==> src/rtl/mcbsp_pkg.sv <==
// Shared constants and helpers for the McBSP0 slave transmit path.
// Frame length is clamped to the legal range so a bad register value cannot stall the frame counter.
package mcbsp_pkg;

   localparam int WORD_W = 32;
   localparam logic [6:0] MCBSP_LEN_MIN = 7'd2;
   localparam logic [6:0] MCBSP_LEN_MAX = 7'd32;

   typedef enum logic {
      ST_IDLE  = 1'b0,
      ST_SHIFT = 1'b1
   } tx_state_e;

   function automatic logic [6:0] clamp_len(input logic [6:0] len);
      if (len < MCBSP_LEN_MIN)
         return MCBSP_LEN_MIN;
      else if (len > MCBSP_LEN_MAX)
         return MCBSP_LEN_MAX;
      else
         return len;
   endfunction

endpackage

==> src/rtl/mcbsp_tx_fifo.sv <==
// Single-clock show-ahead FIFO buffering words between the producer and the shift register.
// Pointers carry one extra bit so full and empty are distinguishable without a separate flag.
module mcbsp_tx_fifo #(
   parameter int AW = 2,
   parameter int DW = 32
) (
   input  logic          clk,
   input  logic          rst,
   input  logic          push,
   input  logic [DW-1:0] wr_data,
   input  logic          pop,
   output logic [DW-1:0] rd_data,
   output logic          full,
   output logic          empty,
   output logic [AW:0]   level
);

   localparam logic [AW:0] DEPTH = {1'b1, {AW{1'b0}}};
   localparam logic [AW:0] ONE   = {{AW{1'b0}}, 1'b1};

   logic [DW-1:0] mem [2**AW];
   logic [AW:0]   wptr;
   logic [AW:0]   rptr;
   logic          do_push;
   logic          do_pop;

   assign level   = wptr - rptr;
   assign full    = (level == DEPTH);
   assign empty   = (level == '0);
   assign do_push = push && !full;
   assign do_pop  = pop && !empty;
   assign rd_data = mem[rptr[AW-1:0]];

   always_ff @(posedge clk or posedge rst) begin
      if (rst) begin
         wptr <= '0;
         rptr <= '0;
      end else begin
         if (do_push)
            wptr <= wptr + ONE;
         if (do_pop)
            rptr <= rptr + ONE;
      end
   end

   // Storage is flushed by the pointer reset, so the array itself needs none.
   always_ff @(posedge clk) begin
      if (do_push)
         mem[wptr[AW-1:0]] <= wr_data;
   end

endmodule

==> src/rtl/mcbsp0_slaver_tx.sv <==
// McBSP0 slave transmitter: shifts buffered words out MSB-first on miso, framed by the DSP's fsx.
// The next word's MSB sits on miso before fsx, so the DSP samples bit L-1-k on frame edge k.
module mcbsp0_slaver_tx
   import mcbsp_pkg::*;
#(
   parameter int FIFO_AW = 2,
   parameter int WORD_W  = mcbsp_pkg::WORD_W
) (
   input  logic               mcbsp_slaver_clkx,
   input  logic               mcbsp_slaver_rst,
   input  logic [6:0]         mcbsp_reg_length,
   input  logic               mcbsp_slaver_fsx,
   input  logic [WORD_W-1:0]  tx_data_in,
   input  logic               tx_valid_in,
   output logic               tx_ready_out,
   output logic               mcbsp_slaver_miso,
   output logic               tx_busy,
   output logic               tx_underrun,
   output logic [FIFO_AW:0]   tx_fifo_level,
   output logic [63:0]        debug_signal
);

   localparam int PAD_W = 64 - 44 - (FIFO_AW + 1);

   tx_state_e          state, state_n;
   logic [6:0]         cnt, cnt_n;
   logic [6:0]         len_q, len_n;
   logic [WORD_W-1:0]  shreg, shreg_n;
   logic               loaded, loaded_n;
   logic               underrun_n;
   logic               pop;
   logic               fifo_full;
   logic               fifo_empty;
   logic [WORD_W-1:0]  fifo_data;
   logic [6:0]         len_in;

   function automatic logic [WORD_W-1:0] align_word(input logic [WORD_W-1:0] d,
                                                    input logic [6:0] len);
      return d << (7'(WORD_W) - len);
   endfunction

   assign len_in = clamp_len(mcbsp_reg_length);

   mcbsp_tx_fifo #(
      .AW (FIFO_AW),
      .DW (WORD_W)
   ) u_fifo (
      .clk     (mcbsp_slaver_clkx),
      .rst     (mcbsp_slaver_rst),
      .push    (tx_valid_in),
      .wr_data (tx_data_in),
      .pop     (pop),
      .rd_data (fifo_data),
      .full    (fifo_full),
      .empty   (fifo_empty),
      .level   (tx_fifo_level)
   );

   always_ff @(posedge mcbsp_slaver_clkx or posedge mcbsp_slaver_rst) begin
      if (mcbsp_slaver_rst) begin
         state       <= ST_IDLE;
         cnt         <= '0;
         len_q       <= MCBSP_LEN_MAX;
         shreg       <= '0;
         loaded      <= 1'b0;
         tx_underrun <= 1'b0;
      end else begin
         state       <= state_n;
         cnt         <= cnt_n;
         len_q       <= len_n;
         shreg       <= shreg_n;
         loaded      <= loaded_n;
         tx_underrun <= underrun_n;
      end
   end

   always_comb begin
      state_n    = state;
      cnt_n      = cnt;
      len_n      = len_q;
      shreg_n    = shreg;
      loaded_n   = loaded;
      underrun_n = 1'b0;
      pop        = 1'b0;
      unique case (state)
         ST_IDLE: begin
            if (mcbsp_slaver_fsx) begin
               // An empty frame still runs its full length so the DSP stays bit-aligned.
               len_n    = len_in;
               cnt_n    = 7'd1;
               state_n  = ST_SHIFT;
               loaded_n = 1'b0;
               if (loaded) begin
                  shreg_n = shreg << 1;
               end else begin
                  shreg_n    = '0;
                  underrun_n = 1'b1;
               end
            end else if (!loaded && !fifo_empty) begin
               pop      = 1'b1;
               shreg_n  = align_word(fifo_data, len_in);
               loaded_n = 1'b1;
            end
         end
         ST_SHIFT: begin
            if (cnt == len_q - 7'd1) begin
               state_n = ST_IDLE;
               cnt_n   = '0;
               if (!fifo_empty) begin
                  pop      = 1'b1;
                  shreg_n  = align_word(fifo_data, len_in);
                  loaded_n = 1'b1;
               end else begin
                  shreg_n  = '0;
                  loaded_n = 1'b0;
               end
            end else begin
               shreg_n = shreg << 1;
               cnt_n   = cnt + 7'd1;
            end
         end
         default: begin
            state_n = ST_IDLE;
         end
      endcase
   end

   assign tx_ready_out      = !fifo_full;
   assign mcbsp_slaver_miso = shreg[WORD_W-1];
   assign tx_busy           = (state == ST_SHIFT);

   assign debug_signal = {mcbsp_slaver_clkx, mcbsp_slaver_fsx, mcbsp_slaver_miso,
                          mcbsp_slaver_rst, state, cnt, shreg, tx_fifo_level,
                          {PAD_W{1'b0}}};

endmodule

==> config.mk <==
export PLATFORM = sky130hd
export DESIGN_NAME = mcbsp0_slaver_tx
export DESIGN_NICKNAME = d
export VERILOG_FILES = /design/src/rtl/mcbsp_pkg.sv /design/src/rtl/mcbsp_tx_fifo.sv /design/src/rtl/mcbsp0_slaver_tx.sv
export SDC_FILE = /design/constraint.sdc
export NUM_CORES = 1
export LEC_CHECK = 0
export BUFFER_PORTS_ARGS = -buffer_cell sky130_fd_sc_hd__buf_2
export CAP_MARGIN = 15
export CORE_ASPECT_RATIO = 1.5
export CORE_MARGIN = 2
export CORE_UTILIZATION = 26
export DETAILED_ROUTE_END_ITERATION = 12
export HOLD_SLACK_MARGIN = 0.15
export SETUP_SLACK_MARGIN = 0.4
export SLEW_MARGIN = 20
export SYNTH_ARGS = -nofsm -noshare
export SYNTH_HDL_FRONTEND = slang
export SYNTH_SLANG_ARGS = --single-unit
==> constraint.sdc <==
create_clock -name mcbsp_slaver_clkx -period 4.45 [get_ports mcbsp_slaver_clkx]
set_clock_uncertainty 0.1 [all_clocks]
set_input_delay 0.445 -clock mcbsp_slaver_clkx [delete_from_list [all_inputs] [get_ports mcbsp_slaver_clkx]]
set_output_delay 0.445 -clock mcbsp_slaver_clkx [all_outputs]
set_load 0.03 [all_outputs]
==> results of run 1 <==
==> timing repair <==
action | CTS | global route
hold endpoints to repair | 152 | 0
gates resized for setup | 0 | 2
setup endpoints to repair | 0 | 3
hold buffers | 35 | 0
==> cells in the final DEF, fill, tap and decap left out, types with 8 or more instances in the layout <==
cell	instances
nand3_1	49
clkbuf_16	20
inv_1	8
o211ai_1	12
o21ai_0	34
dfrtp_1	53
nor2_1	49
edfxtp_1	128
mux4_2	42
a21oi_1	34
conb_1	17
buf_2	96
a221oi_1	9
a22oi_1	13
nand2_1	62
a211oi_1	9
ha_1	9
xnor2_1	12
a31oi_1	16
and3_1	14
mux2i_1	17
nor3_1	10
buf_4	29
nand4_1	15
o31ai_1	8
dlygate4sd3_1	35
==> cell families (layout without fill, tap and decap cells) <==
group           after synthesis  count (layout)  synth area share
flops                       183             183             0.528
mux                          65              65             0.121
buf+inv                      93             207            0.0509
other cells                   1              17          0.000379
simple gates                239             239             0.118
xor+xnor                     16              16            0.0157
compound gates              211             211             0.152
fa+ha+maj                    10              10            0.0134
==> flip-flops by register name (all words and copies together) (netlist names) <==
signal,count
u_fifo.mem,128
shreg,32
cnt,7
len_q,7
u_fifo.rptr,3
u_fifo.wptr,3
loaded,1
tx_busy,1
tx_underrun,1
==> through the flow <==
step                instances  power, mW  hold slack [ns]  area (µm²)
floorplan                 834       5.17            0.347        9940
global placement         1367       6.13            0.375       10800
detailed placement       1367       6.17            0.385       10800
CTS                      1437       7.94            0.158       11900
global route             1437       8.31            0.206       11900
finish                   1437       7.86            0.195       11900
==> where the power goes <==
group,switching (mW),internal [mW],total [mW]
clock network,0.765,0.983,1.75
registers,0.286,2.32,2.61
logic,2.19,1.31,3.50
total,3.24,4.62,7.86
==> layer usage <==
metal / global-route usage / up-vias
met2: 0.251 / 233
met3: 0.0333 / 60
met1: 0.162 / 3668
li1: - / 3422
met4: 0.0700 / 0
met5: 0 / -
==> layout make-up <==
| cell class | instances | area, µm² |
|---|---|---|
| clock buffer | 21 | 505 |
| clock inverter | 15 | 199 |
| fill | 3816 | 25700 |
| inverter | 11 | 41.3 |
| multi-input combinational | 558 | 4260 |
| sequential | 183 | 5220 |
| tap | 489 | 612 |
| timing repair buffer | 160 | 1060 |
==> worst max-delay path: cells and delay by family <==
family	cells	cell delay, ns
compound gates	5	1.16
fa+ha+maj	1	0.44
buf+inv	4	1.02
mux	1	0.33
simple gates	3	0.82
==> final timing paths <==
check | startpoint | to | slack (ns) | cells past startpoint
max in group asynchronous | mcbsp_slaver_rst | shreg[29] | 3.01 | 4
min in group asynchronous | mcbsp_slaver_rst | loaded | 0.41 | 3
max | mcbsp_reg_length[4] | shreg[28] | 0.60 | 14
min | tx_valid_in | u_fifo.wptr[0] | 0.20 | 3
max reg2reg | u_fifo.rptr[0] | shreg[21] | 0.94 | 9
min reg2reg | u_fifo.rptr[2] | u_fifo.rptr[2] | 0.39 | 1
==> results by stage, run 1 <==
Global routing:
- The total global-route track usage is 0.143.
- The maximum number of pins on one net before global-route repair is 38.
- The number of global-route vias before repair is about 7500.
- The total overflow left after global routing is 0.
- The number of antenna violations at the first check in global routing is 0.
- The first global-routing pass estimated 43400 µm of wire.

Critical path:
- The slowest stage of the critical path is the nor3_1 cell.
- The required time at the worst-slack endpoint is a little under 5 ns.
- The worst setup path is launched from an input pin.
- The data arrival time of the critical path is about 4.2 ns.
- STA classifies the critical path endpoint as a register.
- The type of the worst setup path is in2reg.
- The largest stage delay on the critical path is around 0.60 ns.
- Traced cell by cell, the critical path runs through dlygate4sd3_1 -> buf_2 -> o41ai_4 -> nor2_2 -> inv_2 -> ha_1 -> o21a_1 -> buf_4 -> a32o_1 -> nor4_1 -> nor3_1 -> mux2_2 -> o22ai_1 -> o21ai_1.
- In this run the worst path has a maximum fanout of 14.

Finish:
- The antenna diode count is 0.
- The ratio of cells with drive above 1 in the final layout is 0.247.
- The number of nets in the layout is between 900 and 1000.
- From synthesis to final layout, the design area changed by 20.4%.
- Measured on the finished design, the core utilization comes to 0.317.

CTS:
- The clock-pin slew of the registers on the worst-case setup and hold paths is roughly 0.070 ns.
- After clock tree synthesis, the setup repair step added 0 buffers.
- The latest clock arrival within the worst-skew pair is ~0.57 ns.
- TritonCTS built the clock tree.

Outcome:
- The flow ran to the end, and the final reports show no timing, DRC or antenna violations.

Detailed routing:
- The final routed DRC violation total is 0.
- Across all layers, the routed design uses between 7000 and 8000 vias.
- In the final routing, the length of wire on met1 measures about 11000 µm.
- The count of nets left with antenna violations once routing finished came out at 0.
- The first TritonRoute pass finished after 5 iterations.
- After detailed routing, the total wire length is between 20000 and 30000 µm.
- The length of routed met3 wiring is between 1000 and 1500 µm.
- After the first detailed-routing iteration, the DRC count stood at 611.
- Dividing the detail-routed via count by the number of cells gives ~5.
- Signal routing reaches up to met4.
- The routed wire length on met2 is ~14000 µm.
- The average detailed-routed wire length per instance is just under 20 µm.

Synthesis:
- edfxtp_1 is the most common cell in the netlist.
- The number of synthesized register bits is 183.
- Among all flip-flop cells after synthesis, the most frequent one is edfxtp_1.
- The cell area after technology mapping is ~9900 µm².
- Ranked by instance count, the synthesized netlist is headed by edfxtp_1 (128), nand2_1 (62), dfrtp_1 (54).
- The number of different library cells used by synthesis comes to 84.
- Sorting the synthesized cells by area gives the leading types as edfxtp_1 (39%), dfrtp_1 (14%), mux4_2 (9.6%).
- The average size of a mapped cell is approximately 12 µm².
- The share of the Yosys chip area taken by registers is 0.528.
- Yosys mapped a number of flops with a built-in enable equal to ~130.
- The cell taking the most area after synthesis is edfxtp_1.
- Counting flops with an async set or reset pin after synthesis yields a share of 0.301.
- The instance count of the mapped netlist is about 820.
- The share of synthesized area in the top cell type comes to 0.389.
- During synthesis, Yosys emitted a total of 0 warnings.

Floorplanning:
- The horizontal die dimension is between 150 and 200 µm.
- The number of I/O pins is 114.
- The number of standard-cell rows in the floorplan is between 80 and 90.
- The y dimension of the die is approximately 240 µm.
- The core region is ~38000 µm².
- The die outline area is between 30000 and 40000 µm².
- The initial core utilization is 0.263.

Hold path:
- The path class of the tightest hold or removal check is in2reg.

Pwr:
- For this design the ratio of total power to cell area is approximately 660 nW/µm².
- The static leakage is between 4 and 5 nW.
- The maximum resistive drop on vdd is between 0.2 and 0.3 mV.

Job:
- The number of max-cap violations is 0.

Placement:
- At the placement stage, the worst setup path has a slack of around 0.46 ns.
- Detailed placement ended at an HPWL of roughly 20000 µm.
- Input and output buffers added on the ports amount to 96.
- At the end of routability-driven placement, the weighted congestion stood at just over 0.9.

STA:
- The number of max-slew violations in the final report is 0.
- The transition time at the pin with the least slew margin is around 0.8 ns.
- The smallest clock period supported by the final layout is computed as 3.85 ns.
- Derived from the worst setup path, the maximum achievable clock frequency is between 200 and 300 MHz.
- Once routing completed, OpenROAD measured the worst setup slack at 0.599 ns.
- The tightest slew margin relative to the limit is 0.458.
- The final count of hold timing violations is 0.
- Dividing the final minimum period by the clock period gives 0.865.
- In the final timing run, aggregate negative setup slack is 0 ns.
- Setup repair after global routing could not meet its margin everywhere.
- The final setup violation count is 0.
(Power assumes the default switching activity.)
==> run 2, diff against run 1 <==
PLACE_DENSITY = 0.46   (was default)
SKIP_LAST_GASP = 1   (was default)
clock period = 3.9 ns   (was 4.45 ns; I/O delays follow)
==> results by stage, run 2 (synthesis results as in run 1) <==
Placement:
- The placer congestion estimate was 0.850 (was 0.913).
- The total placed instance area is 10900 µm² (was 10800 µm²).
- The count of input and output buffers is 96 (unchanged).
- The total half-perimeter wirelength after legalization and detailed placement is 21100 µm (was 20400 µm).
- The cell count after placement is 1374 (was 1367).

Pwr:
- The net switching power is 3.77 mW (was 3.24 mW).
- The static leakage is 4.59 nW (was 4.51 nW).
- The maximum resistive drop on vdd was 0.334 mV (was 0.298 mV).
- The clock share of power came to 0.214 (was 0.222).
- The design internal power is 5.27 mW (was 4.62 mW).
- The portion of total power attributed to sequential cells is 0.329 (was 0.332).
- The power density over the cells is 748 nW/µm² (was 661 nW/µm²).
- The net switching fraction of the power is 0.417 (was 0.413).
- The proportion of power drawn by combinational gates came to 0.456 (was 0.446).

Detailed routing:
- The final routed DRC violation total was 0 (unchanged).
- The average detailed-routed wire length per instance came to 19.9 µm (was 19.3 µm).
- The starting DRC count in detailed routing came to 515 (was 611).
- The final antenna-violating net count came to 0 (unchanged).
- The routed via count is 7497 (was 7383).
- The total iterations of the first detailed-routing run came to 7 (was 5).
- The via density per instance is 5.16 (was 5.14).
- The detailed-route wire length is 28900 µm (was 27700 µm).

Finish:
- The layout overhead on the synthesized area is 22.3% (was 20.4%).
- The most frequent standard cell in the layout excluding fill and tap cells is edfxtp_1 (unchanged).
- The antenna diode count is 0 (unchanged).
- The number of non-filler instances in the completed layout is 1453 (was 1437).
- The ratio of cells with drive above 1 in the final layout was 0.265 (was 0.247).
- The area of all placed cells without fillers is 12100 µm² (was 11900 µm²).
- Commonest non-fill, non-tap cells in the layout: edfxtp_1 (128), buf_2 (96), nand2_1 (61), dfrtp_1 (53) (was edfxtp_1 (128), buf_2 (96), nand2_1 (62), dfrtp_1 (53)).
- The count of fill cells added during filler insertion came to 3822 (was 3816).
- The flip-flop count of the largest register, all copies and words added is 128 (unchanged).
- The number of nets in the layout was 1004 (was 988).

Global routing:
- The global-route wire length before repair is 44500 µm (was 43400 µm).
- The remaining global-route overflow was 0 (unchanged).
- The total global-route track usage was 0.148 (was 0.143).
- The maximum number of pins on one net before global-route repair is 38 (unchanged).
- The number of antenna violations at the first check in global routing came to 0 (unchanged).
- The number of global-route vias before repair was 7560 (was 7495).

CTS:
- The TritonCTS clock tree is yes (unchanged).
- The latest clock arrival within the worst-skew pair came to 0.56 ns (was 0.57 ns).
- The clock-pin slew of the registers on the worst-case setup and hold paths is 0.08 ns (was 0.07 ns).

Critical path:
- The largest stage delay on the critical path is 0.54 ns (was 0.60 ns).
- The standard cell with the maximum stage delay on the critical path was or4b_4 (was nor3_1).
- The data arrival time of the critical path was 3.74 ns (was 4.24 ns).
- The number of buffers and inverters on the critical path is 6 (was 4).
- The required time at the worst-slack endpoint is 4.29 ns (was 4.84 ns).
- The sort of element at the end of the critical path is a register (unchanged).
- The type of the worst setup path was in2reg (unchanged).
- In this design, the critical path's most frequently occurring cell is inv_2.
- The depth of the critical timing path with buffers and inverters included is 15 (was 14).
- The biggest fanout along the worst timing path is 10 (was 14).
- The nature of the critical path startpoint was an input pin (unchanged).
- The kind of cell adding the most delay to the critical path is buffers and inverters (was compound AO/OA/AOI/OAI gates).
- Cell-by-cell listing of the critical path: dlygate4sd3_1 -> buf_2 -> o41ai_4 -> nor2_2 -> inv_2 -> ha_2 -> buf_6 -> inv_2 -> o311ai_4 -> nand2_2 -> or4b_4 -> o21ai_4 -> buf_4 -> a221oi_1 -> a21oi_1 (was dlygate4sd3_1 -> buf_2 -> o41ai_4 -> nor2_2 -> inv_2 -> ha_1 -> o21a_1 -> buf_4 -> a32o_1 -> nor4_1 -> nor3_1 -> mux2_2 -> o22ai_1 -> o21ai_1).
- The count of cells along the worst register-to-register path was 8 (was 9).

STA:
- In the finished design, the share of the clock period the worst path needs comes to 0.859.
- The number of max-slew violations in the final report is 0 (unchanged).
- The final setup violation count is 0 (unchanged).
- The final total negative setup slack is 0 ns (unchanged).
- The transition time at the pin with the least slew margin came to 0.773 ns (was 0.814 ns).
- The achievable frequency is around 300 MHz.
- Unrepaired setup endpoints after global routing: no (was yes).
- The final count of hold timing violations is 0 (unchanged).
- The clock period could shrink to 3.35 ns.
- The tightest slew margin relative to the limit was 0.479 (was 0.458).

Floorplanning:
- The initial core utilization is 0.263 (unchanged).
- The die outline area is 39600 µm² (unchanged).
- The horizontal die dimension came to 163 µm (unchanged).
- The y dimension of the die was 243 µm (unchanged).
- The core box area came to 37600 µm² (unchanged).
- The number of I/O pins is 114 (unchanged).
- The number of standard-cell rows in the floorplan was 87 (unchanged).

Hold path:
- The count of cells along the worst hold path is 4 (was 3).
- The kind of path behind the tightest hold check was in2reg (unchanged).

Outcome:
- Status: completed (unchanged).

Job:
- The number of max-cap violations came to 0 (unchanged).
[run 2: cell types whose count changed in the layout (fill, tap and decap cells not counted), moves of 2 or more]
cell	change
clkinv_4	+2
buf_12	+3
clkinvlp_4	+2
buf_4	+10
[run 2: metal layers]
| metal | GRT usage | part of all wire |
|---|---|---|
| met1 | 0.170 | 0.40 |
| met2 | 0.258 | 0.52 |
| met3 | 0.0285 | 0.040 |
| met4 | 0.0765 | 0.042 |
| met5 | 0 | 0 |
[run 2: worst paths after layout]
kind / startpoint / end / slack (ns)
worst max register to register: u_fifo.rptr[1] / shreg[31] / 0.63
worst min register to register: u_fifo.rptr[2] / u_fifo.rptr[2] / 0.38
min in group asynchronous: mcbsp_slaver_rst / tx_busy / 0.33
max in group asynchronous: mcbsp_slaver_rst / shreg[27] / 2.53
worst max-delay path: mcbsp_reg_length[3] / shreg[20] / 0.55
worst min-delay path: mcbsp_reg_length[5] / len_q[1] / 0.20
[run 2: power by group through the flow]
stage	logic (mW)	registers (mW)	clock network, mW
final	4.13	2.98	1.94
after global placement	4.10	3.02	0.0323
after CTS	4.15	2.99	1.99
after global routing	4.48	3.05	2.06
after floorplan	2.71	3.16	0.0384
after detailed placement	4.11	3.03	0.0323
[run 2: cell type report]
cell class	count	area, µm²	area share
clock buffers	21	505	0.0418
clock inverters	15	178	0.0147
inverters	11	41.3	0.00342
multi-input cells	558	4280	0.354
flip-flops and latches	183	5220	0.432
well taps	489	612	0.0506
repair buffers	176	1240	0.103
[run 2: repair_timing]
action / 4_1_cts / 5_1_grt
hold endpoints to repair: 154 / 0
gates resized for setup: 0 / 8
hold buffers: 36 / 0
buffers inserted: 0 / 7
endpoints found under the setup margin: 0 / 26
[run 2: worst reg2reg max path: cells and delay by family, from the launching register on]
family / cells / cell delay, ns
multiplexers: 3 / 1.26
flip-flops: 1 / 0.56
buffers and inverters: 1 / 0.48
AO/OA/AOI/OAI: 2 / 0.43
AND/OR/NAND/NOR: 2 / 0.31
[run 2: stage by stage]
stage	util	setup WS [ns]	power, mW	hold WS [ns]
after detailed placement	0.291	0.435	7.17	0.376
final	0.322	0.549	9.04	0.200
after global placement	0.291	0.445	7.16	0.377
after floorplan	-	0.373	5.91	0.347
after CTS	0.319	0.464	9.13	0.162
after global routing	0.322	0.404	9.58	0.243
